## src/rtl/bam_row_scheduler_pkg.sv

```systemverilog
// rtl/bam_row_scheduler_pkg.sv - shared widths, FSM state encoding and BAM on-time helper
package bam_row_scheduler_pkg;

    localparam int ROW_ADDR_W = 5;
    localparam int BIT_IDX_W  = 3;

    typedef enum logic [2:0] {
        ST_IDLE      = 3'd0,
        ST_WAIT_DATA = 3'd1,
        ST_BLANK     = 3'd2,
        ST_LATCH     = 3'd3,
        ST_DISPLAY   = 3'd4
    } sched_state_e;

    // Binary-weighted display time of one plane, before truncation to the counter width.
    function automatic logic [31:0] bam_on_time(input int base, input logic [BIT_IDX_W-1:0] plane);
        return 32'(base) << plane;
    endfunction

endpackage

```

## src/rtl/bam_oe_timer.sv

```systemverilog
// rtl/bam_oe_timer.sv - loadable down-counter timing the blank, latch and display phases
module bam_oe_timer #(
    parameter int WIDTH = 16
) (
    input  logic             in_clk,
    input  logic             in_nrst,
    input  logic             load,
    input  logic [WIDTH-1:0] value,
    output logic             zero
);

    logic [WIDTH-1:0] count_q;
    logic [WIDTH-1:0] count_d;

    always_comb begin
        count_d = count_q;
        if (load) begin
            count_d = value;
        end else if (count_q != '0) begin
            count_d = count_q - WIDTH'(1);
        end
    end

    always_ff @(posedge in_clk or negedge in_nrst) begin
        if (!in_nrst) begin
            count_q <= '0;
        end else begin
            count_q <= count_d;
        end
    end

    assign zero = (count_q == '0);

endmodule

```

## src/rtl/bam_row_scheduler.sv

```systemverilog
// rtl/bam_row_scheduler.sv - orders bit-plane row shifts and drives latch, blanking and BAM OE timing
module bam_row_scheduler
    import bam_row_scheduler_pkg::*;
#(
    parameter int ROW_COUNT      = 8,
    parameter int BIT_PLANES     = 2,
    parameter int BASE_OE_CYCLES = 4,
    parameter int BLANK_CYCLES   = 2,
    parameter int LAT_CYCLES     = 1,
    parameter int OE_CNT_WIDTH   = 16
) (
    input  logic                  in_clk,
    input  logic                  in_nrst,
    input  logic                  enable,
    output logic                  shift_start,
    output logic [ROW_ADDR_W-1:0] shift_row,
    output logic [BIT_IDX_W-1:0]  shift_bit,
    output logic                  frame_start,
    input  logic                  shift_done,
    output logic [ROW_ADDR_W-1:0] led_row,
    output logic                  led_lat,
    output logic                  led_oe,
    output logic                  busy
);

    localparam logic [ROW_ADDR_W-1:0]   LAST_ROW   = ROW_ADDR_W'(ROW_COUNT - 1);
    localparam logic [BIT_IDX_W-1:0]    LAST_BIT   = BIT_IDX_W'(BIT_PLANES - 1);
    localparam logic [OE_CNT_WIDTH-1:0] BLANK_LOAD = OE_CNT_WIDTH'(BLANK_CYCLES - 1);
    localparam logic [OE_CNT_WIDTH-1:0] LAT_LOAD   = OE_CNT_WIDTH'(LAT_CYCLES - 1);

    sched_state_e state_q, state_d;

    logic [ROW_ADDR_W-1:0] ptr_row_q, ptr_row_d;
    logic [BIT_IDX_W-1:0]  ptr_bit_q, ptr_bit_d;
    logic [ROW_ADDR_W-1:0] shift_row_q, shift_row_d;
    logic [BIT_IDX_W-1:0]  shift_bit_q, shift_bit_d;
    logic [ROW_ADDR_W-1:0] led_row_q, led_row_d;
    logic                  pending_q, pending_d;
    logic                  ready_q, ready_d;
    logic                  stopping_q, stopping_d;
    logic                  shift_start_q, shift_start_d;
    logic                  frame_start_q, frame_start_d;

    logic                    tmr_load;
    logic [OE_CNT_WIDTH-1:0] tmr_value;
    logic                    tmr_zero;
    logic [OE_CNT_WIDTH-1:0] disp_load;

    logic halt;
    logic fire;
    logic idle_entry;
    logic ready_clr;
    logic led_row_load;

    // A dropped enable halts immediately; stopping keeps the halt alive if enable bounces back.
    assign halt      = stopping_q | ~enable;
    assign disp_load = OE_CNT_WIDTH'(bam_on_time(BASE_OE_CYCLES, shift_bit_q) - 32'd1);

    always_comb begin
        state_d      = state_q;
        tmr_load     = 1'b0;
        tmr_value    = '0;
        idle_entry   = 1'b0;
        ready_clr    = 1'b0;
        led_row_load = 1'b0;
        unique case (state_q)
            ST_IDLE: begin
                if (enable && !pending_q) begin
                    state_d = ST_WAIT_DATA;
                end
            end
            ST_WAIT_DATA: begin
                if (halt && !pending_q) begin
                    state_d    = ST_IDLE;
                    idle_entry = 1'b1;
                end else if (ready_q) begin
                    state_d      = ST_BLANK;
                    tmr_load     = 1'b1;
                    tmr_value    = BLANK_LOAD;
                    led_row_load = 1'b1;
                end
            end
            ST_BLANK: begin
                if (tmr_zero) begin
                    state_d   = ST_LATCH;
                    tmr_load  = 1'b1;
                    tmr_value = LAT_LOAD;
                end
            end
            ST_LATCH: begin
                if (tmr_zero) begin
                    state_d   = ST_DISPLAY;
                    tmr_load  = 1'b1;
                    tmr_value = disp_load;
                    ready_clr = 1'b1;
                end
            end
            ST_DISPLAY: begin
                if (tmr_zero) begin
                    if (halt) begin
                        state_d    = ST_IDLE;
                        idle_entry = 1'b1;
                    end else if (ready_q) begin
                        state_d      = ST_BLANK;
                        tmr_load     = 1'b1;
                        tmr_value    = BLANK_LOAD;
                        led_row_load = 1'b1;
                    end else begin
                        state_d = ST_WAIT_DATA;
                    end
                end
            end
            default: begin
                state_d = ST_IDLE;
            end
        endcase
    end

    always_comb begin
        fire          = enable && !pending_q && !ready_q && !stopping_q;
        ptr_row_d     = ptr_row_q;
        ptr_bit_d     = ptr_bit_q;
        shift_row_d   = shift_row_q;
        shift_bit_d   = shift_bit_q;
        pending_d     = pending_q;
        ready_d       = ready_q;
        stopping_d    = stopping_q;
        shift_start_d = fire;
        frame_start_d = fire && (ptr_row_q == '0) && (ptr_bit_q == '0);
        led_row_d     = led_row_load ? shift_row_q : led_row_q;

        if (fire) begin
            pending_d   = 1'b1;
            shift_row_d = ptr_row_q;
            shift_bit_d = ptr_bit_q;
            if (ptr_bit_q == LAST_BIT) begin
                ptr_bit_d = '0;
                ptr_row_d = (ptr_row_q == LAST_ROW) ? '0 : ptr_row_q + ROW_ADDR_W'(1);
            end else begin
                ptr_bit_d = ptr_bit_q + BIT_IDX_W'(1);
            end
        end

        // A shift finishing after the scheduler went idle must not leave stale data marked ready.
        if (shift_done && pending_q) begin
            pending_d = 1'b0;
            if (state_q != ST_IDLE) begin
                ready_d = 1'b1;
            end
        end
        if (ready_clr) begin
            ready_d = 1'b0;
        end
        if (!enable && state_q != ST_IDLE) begin
            stopping_d = 1'b1;
        end
        if (idle_entry) begin
            ready_d    = 1'b0;
            stopping_d = 1'b0;
            ptr_row_d  = '0;
            ptr_bit_d  = '0;
        end
    end

    always_ff @(posedge in_clk or negedge in_nrst) begin
        if (!in_nrst) begin
            state_q       <= ST_IDLE;
            ptr_row_q     <= '0;
            ptr_bit_q     <= '0;
            shift_row_q   <= '0;
            shift_bit_q   <= '0;
            led_row_q     <= '0;
            pending_q     <= 1'b0;
            ready_q       <= 1'b0;
            stopping_q    <= 1'b0;
            shift_start_q <= 1'b0;
            frame_start_q <= 1'b0;
        end else begin
            state_q       <= state_d;
            ptr_row_q     <= ptr_row_d;
            ptr_bit_q     <= ptr_bit_d;
            shift_row_q   <= shift_row_d;
            shift_bit_q   <= shift_bit_d;
            led_row_q     <= led_row_d;
            pending_q     <= pending_d;
            ready_q       <= ready_d;
            stopping_q    <= stopping_d;
            shift_start_q <= shift_start_d;
            frame_start_q <= frame_start_d;
        end
    end

    bam_oe_timer #(
        .WIDTH (OE_CNT_WIDTH)
    ) u_timer (
        .in_clk  (in_clk),
        .in_nrst (in_nrst),
        .load    (tmr_load),
        .value   (tmr_value),
        .zero    (tmr_zero)
    );

    assign shift_start = shift_start_q;
    assign frame_start = frame_start_q;
    assign shift_row   = shift_row_q;
    assign shift_bit   = shift_bit_q;
    assign led_row     = led_row_q;
    assign led_lat     = (state_q == ST_LATCH);
    assign led_oe      = (state_q == ST_DISPLAY);
    assign busy        = (state_q != ST_IDLE) || pending_q;

endmodule

```

## config.mk

```make
export PLATFORM = sky130hd
export DESIGN_NAME = bam_row_scheduler
export DESIGN_NICKNAME = d
export VERILOG_FILES = /design/src/rtl/bam_row_scheduler_pkg.sv /design/src/rtl/bam_oe_timer.sv /design/src/rtl/bam_row_scheduler.sv
export SDC_FILE = /design/constraint.sdc
export NUM_CORES = 1
export LEC_CHECK = 0
export CORE_MARGIN = 2
export CORE_UTILIZATION = 45
export DETAILED_ROUTE_END_ITERATION = 8
export HOLD_SLACK_MARGIN = 0.02
export PLACE_DENSITY = 0.64
export SYNTH_ARGS = -nofsm -noshare
export SYNTH_HDL_FRONTEND = slang
export SYNTH_HIERARCHICAL = 1
export SYNTH_SLANG_ARGS = --single-unit
```

## constraint.sdc

```tcl
create_clock -name in_clk -period 3.4 [get_ports in_clk]
set_input_delay 0.34 -clock in_clk [delete_from_list [all_inputs] [get_ports in_clk]]
set_output_delay 0.34 -clock in_clk [all_outputs]
set_load 0.01 [all_outputs]
```

==> results of run 1 <==
## power groups by stage
stage               combinational, mW  clock [mW]  sequential, mW
floorplan                       0.224           0           0.699
global placement                0.296           0           0.726
detailed placement              0.302           0           0.729
CTS                             0.303       0.488           0.719
global route                    0.334       0.515           0.735
finish                          0.298       0.480           0.721
## cells in the final DEF, fill, tap and decap left out, types with 7 or more instances in the layout
cell type | synthesis | routed
nor2_1 | 19 | 19
buf_4 | 0 | 7
inv_1 | 11 | 11
conb_1 | 1 | 7
o21ai_0 | 9 | 9
a21oi_1 | 12 | 12
mux2_2 | 12 | 12
clkdlybuf4s50_1 | 0 | 20
nand2b_1 | 10 | 10
dfrtp_1 | 45 | 45
nand2_1 | 24 | 24
xnor2_1 | 9 | 9
## state kept, by name, indices dropped and copies added, names as in the netlist
signal	count
u_timer/count_q	16
led_row	5
ptr_row_q	5
shift_row	5
ptr_bit_q	3
shift_bit	3
state_q	3
frame_start	1
pending_q	1
ready_q	1
shift_start	1
stopping_q	1
## synthesized netlist by cell type, types with 3 or more instances
library cell / n
inv_1: 11
or3_1: 5
o21ai_0: 9
nand2_1: 24
nor3_1: 6
xnor2_1: 9
nand4b_1: 4
a21o_1: 3
nor2_1: 19
buf_2: 4
nand3_1: 6
clkbuf_1: 4
dfrtp_1: 45
o211a_1: 6
ha_1: 3
and3_1: 3
mux2_2: 12
nand4_1: 3
a21oi_1: 12
nor2b_1: 5
nand2b_1: 10
## metal layers
layer	share of wire (%)	track usage [%]	vias up
met5	0	0	-
li1	-	-	896
met3	3.2	4.235	6
met1	47	23.34	899
met2	49	29.56	21
met4	1.4	6.000	0
## path summary, 6_finish.rpt
path | startpoint | endpoint | slack (ns) | depth (start not counted)
min | in_nrst | state_q[2] | 0.19 | 1
min reg2reg | led_row[0] | led_row[0] | 0.52 | 1
max | u_timer/count_q[0] | u_timer/count_q[10] | 0.66 | 11
min in group in_clk | led_row[0] | led_row[0] | 0.52 | 1
max in group asynchronous | in_nrst | ptr_bit_q[1] | 2.57 | 1
max reg2reg | u_timer/count_q[0] | u_timer/count_q[10] | 0.66 | 11
## final cells by class
type | count | area share, %
Sequential cell | 45 | 39.37
Multi-Input combinational cell | 179 | 42.43
Inverter | 11 | 1.444
Clock inverter | 3 | 2.275
Timing Repair Buffer | 28 | 9.011
Clock buffer | 5 | 2.406
Tap cell | 70 | 3.062
## worst max-delay path, delay by kind of cell (launching register included)
family                     cells  cell delay [ns]
buffers and inverters          2             0.34
adders and majority gates      1             0.18
AOI/OAI and AO/OA              2             0.63
and+or+nand+nor                6             1.02
DFF                            1             0.43
## logic make-up (layout without fill, tap and decap cells)
| logic type | after synthesis | count (layout) | synth area share (%) |
|---|---|---|---|
| DFF | 45 | 45 | 47.05 |
| muxes | 14 | 14 | 6.482 |
| adders and majority gates | 3 | 3 | 1.568 |
| other | 1 | 7 | 0.1567 |
| AOI/OAI and AO/OA | 42 | 42 | 12.08 |
| buffers and inverters | 19 | 47 | 3.189 |
| and+or+nand+nor | 102 | 102 | 25.46 |
| xor gates and xnor gates | 11 | 11 | 4.025 |
==> impl_metrics.ini, run 1 <==
[power_and_ir_drop]
p_leak_nw = 1.242
ir_drop_mv = 0.2407
p_sw_mw = 0.4387
power.density_nw_per_um2 = 523.8
power_mw = 1.498
switching_share_pct = 29.28
p_clk_share_pct = 32.0
intPower_mw = 1.060
pwr-share-comb_pct = 19.9
power.share.sequential_pct = 48.1

[routing]
wl_per_cell_um = 14.31
routed_wl_mm = 4.881
drcViolationCount = 0
postRouteAntennaNets = 0
drt_pass1_iterations = 4
avgViaCountPerCell = 5.343
vias = 1822
first_iter_violations = 108

[place]
io_buffers = 21
place_congestion = 0.7908
placedInstanceArea_um2 = 2726
place_ws_ns = 0.6666
dp.final_hpwl_mm = 3.388
placed_cells = 333

[grt]
track_usage_pct = 17.98
grt_pass1_wl_mm = 8.535
grt_max_degree = 46
grt_pass1_vias = 1827
antenna_found_initial = 0
overflow = 0

[yosys]
synth-async-reset-ratio_pct = 100.0
ys_types = 45
ys_ff_latch = 45
synth.area.top_cells = dfrtp_1 (47%), mux2_2 (5.6%), nand2_1 (3.8%)
yosys.area.top_type = dfrtp_1
synth_top_area_share_pct = 47.05
synth.cell_area_um2 = 2394
avgSynthCellArea_um2 = 10.10
postSynthCellCount = 237
ys_seq_area_share_pct = 47.05
synth_ff_type = dfrtp_1
yosysWarnings = 6
synth_edf_count = 0

[clocking]
cts_tree = built
cts_buffers = 5
clock_latency_ns = 0.31
path_clk_slew_ns = 0.08
cts_setup_buffers = 0
cts_hold_buf = 0
cts_resized = 0
clock_sinks = 45
clockBufferDepth = 2
htree_levels = 2
cts_root_buf = clkbuf_8

[die]
die_h_um = 76.93
die_x_um = 76.93
start_util_pct = 46.86
io_pins = 22
row_count = 26
dieArea_um2 = 5918
coreArea_um2 = 5107

[cells_and_area]
syn_to_final_growth_pct = 19.50
multi_input_area_um2 = 1214
seq_area_um2 = 1126
utilization_pct = 56.00
antennaDiodeCount = 0
post_layout_nonfiller_instances = 341
finalInstanceArea_um2 = 2860
fill_cells = 476
drive_above_1_share_pct = 14.02
fin_nets = 277

[flow_run]
drv_cap = 0

[hold_path]
worstHoldPathType = input pin to asynchronous set/reset pin

[sta]
drv_slew = 0
finClkSkew_ns = 0.009063
layout_min_cycle_time_ns = 2.737
max_freq_mhz = 365.4
fin_crit_sh_pct = 80.50
worst_pin_slew_ns = 1.010
hold_viol = 0
setup_tns_ns = 0
final.setup.worst_slack_ns = 0.6631
finalSetupViolations = 0
slew_headroom_pct = 32.66
rsz0062_at_grt = no
whs_ns = 0.1898

[critical_path]
crit_slowest_cell = dfrtp_1
critPathKind = flip-flop to flip-flop
worstPathMaxFanout = 12
cp-end-kind = flip-flop
crit_arrival_ns = 2.93
crit_required_ns = 3.59
start_kind = flip-flop
crit_chain = inv_1 > ha_1 > nor3b_4 > nand3_2 > nor2_1 > nand3_1 > a21bo_2 > nand2_1 > buf_4 > nor2b_1 > a221o_1
slowest_delay_ns = 0.43

[outcome]
outcome = finished clean
No activity file was read; power rests on OpenSTA's default activity.
==> run 2: changes to the inputs <==
Clock period 3.4 ns to 2.7 ns, I/O delays scaled along.
==> impl_metrics.ini, run 2 (synthesis gave the netlist of run 1 again) <==
[routing]
first_iter_violations = 82
wl_per_cell_um = 14.32
drt_pass1_iterations = 4
drcViolationCount = 0
avgViaCountPerCell = 5.398
vias = 1857
routed_wl_mm = 4.927
postRouteAntennaNets = 0

[critical_path]
critPathKind = flip-flop to flip-flop
start_kind = flip-flop
rrSetupSlack_ns = 0.30
cp-startpoint = u_timer/count_q[0]
path_buf_inv = 2
worstPathMaxFanout = 14
cp-end-kind = flip-flop
reg2reg_depth = 11
critPathCapture = u_timer/count_q[8]
crit_arrival_ns = 2.59
crit_chain = inv_1 > ha_1 > nor3b_4 > nand3_2 > nor2_2 > nand3_1 > a21bo_2 > nand2_1 > buf_4 > nand2b_1 > o211a_1
r2r-end = u_timer/count_q[8]
reg2reg_from = u_timer/count_q[0]
crit_slowest_cell = dfrtp_1
crit_required_ns = 2.89
crit_family = simple AND/OR/NAND/NOR gates
slowest_delay_ns = 0.43
crit_cells = 11

[sta]
max_freq_mhz = 417.1
layout_min_cycle_time_ns = 2.398
drv_slew = 0
hold_viol = 0
worst_pin_slew_ns = 1.017
whs_ns = 0.1406
fin_crit_sh_pct = 88.80
setup_tns_ns = 0
final.setup.worst_slack_ns = 0.3023
rsz0062_at_grt = no
finalSetupViolations = 0
finClkSkew_ns = 0.007678
slew_headroom_pct = 32.20

[cells_and_area]
utilization_pct = 55.68
fin_nets = 281
syn_to_final_growth_pct = 18.82
antennaDiodeCount = 0
final_common_cell = dfrtp_1
fill_cells = 465
largest_register_ffs = 16
final_cell_mix = dfrtp_1 (45), nand2_1 (24), clkdlybuf4s50_1 (20), nor2_1 (18)
drive_above_1_share_pct = 15.33
regMostFlops = u_timer/count_q

[clocking]
path_clk_slew_ns = 0.09
clockBufferDepth = 2
clock_sinks = 45
cts_tree = built
cts_buffers = 5
clock_latency_ns = 0.30
cts_resized = 0
cts_root_buf = clkbuf_8
cts_setup_buffers = 0
htree_levels = 2
cts_hold_buf = 0

[place]
place_ws_ns = 0.2363
dp.final_hpwl_mm = 3.407
place_congestion = 0.8904
io_buffers = 21

[die]
dieArea_um2 = 5918
row_count = 26
io_pins = 22
die_x_um = 76.93
start_util_pct = 46.86
coreArea_um2 = 5107
die_h_um = 76.93

[grt]
grt_max_degree = 46
use_met3_pct = 4.588
grt_pass1_vias = 1797
top_usage_layer = met2
track_usage_pct = 18.05
overflow = 0
grtUsageMet1_pct = 24.77
antenna_found_initial = 0
met2_usage_pct = 27.72
grt_pass1_wl_mm = 8.507

[power_and_ir_drop]
p_leak_nw = 1.233
power.density_nw_per_um2 = 598.5
ir_drop_mv = 0.3963

[outcome]
outcome = finished clean

[hold_path]
worstHoldPathType = input pin to asynchronous set/reset pin

[flow_run]
drv_cap = 0
==> run 2: cell count changes in the layout (fill, tap and decap cells not counted), sizes merged <==
cell and change:
clkinvlp +1, bufinv -2, buf +4
==> run 2: stage by stage <==
step           total power, mW  area, µm²  instances
6_report                 1.702       2844        344
3_3_place_gp             1.293       2759        337
5_1_grt                  1.802       2844        344
2_1_floorplan            1.163       2421        243
4_1_cts                  1.715       2844        344
3_5_place_dp             1.294       2759        337
==> run 2: worst min-delay path by stage <==
stage	start	endpoint	slack, ns	depth (start not counted)
detailed placement	led_row[0]	led_row[0]	0.50	1
finish	in_nrst	state_q[2]	0.14	1
CTS	in_nrst	state_q[1]	0.19	1
global placement	led_row[0]	led_row[0]	0.49	1
global route	in_nrst	state_q[2]	0.23	1
floorplan	in_nrst	frame_start	-0.03	0
==> run 2: where the power goes <==
part,switching (mW),internal [mW],total [mW]
Sequential,0.134,0.769,0.903
Combinational,0.185,0.198,0.383
Clock,0.237,0.179,0.416
Total,0.556,1.15,1.70
==> run 2: area by class of cell <==
type                    count  area (µm²)  area share, %
clock buffers               5       68.82          2.420
clock inverters             2       16.27         0.5719
inverters                  11       41.29          1.452
multi-input cells         179        1216          42.76
flip-flops and latches     45        1126          39.60
well taps                  70       87.58          3.080
repair buffers             32       287.8          10.12
==> run 2: worst register-to-register path, stage by stage (launching register included) <==
cell and delay (ns):
dfrtp_1 0.43, inv_1 0.10, ha_1 0.18, nor3b_4 0.22, nand3_2 0.12, nor2_2 0.12
nand3_1 0.08, a21bo_2 0.24, nand2_1 0.34, buf_4 0.27, nand2b_1 0.07, o211a_1 0.12
==> run 2: metal layers <==
metal / vias up / part of all wire, % / routed length, µm
met5: - / 0 / 0
met4: 0 / 1.4 / 69
li1: 901 / - / -
met3: 7 / 5.3 / 263
met1: 901 / 47 / 2315
met2: 48 / 46 / 2277
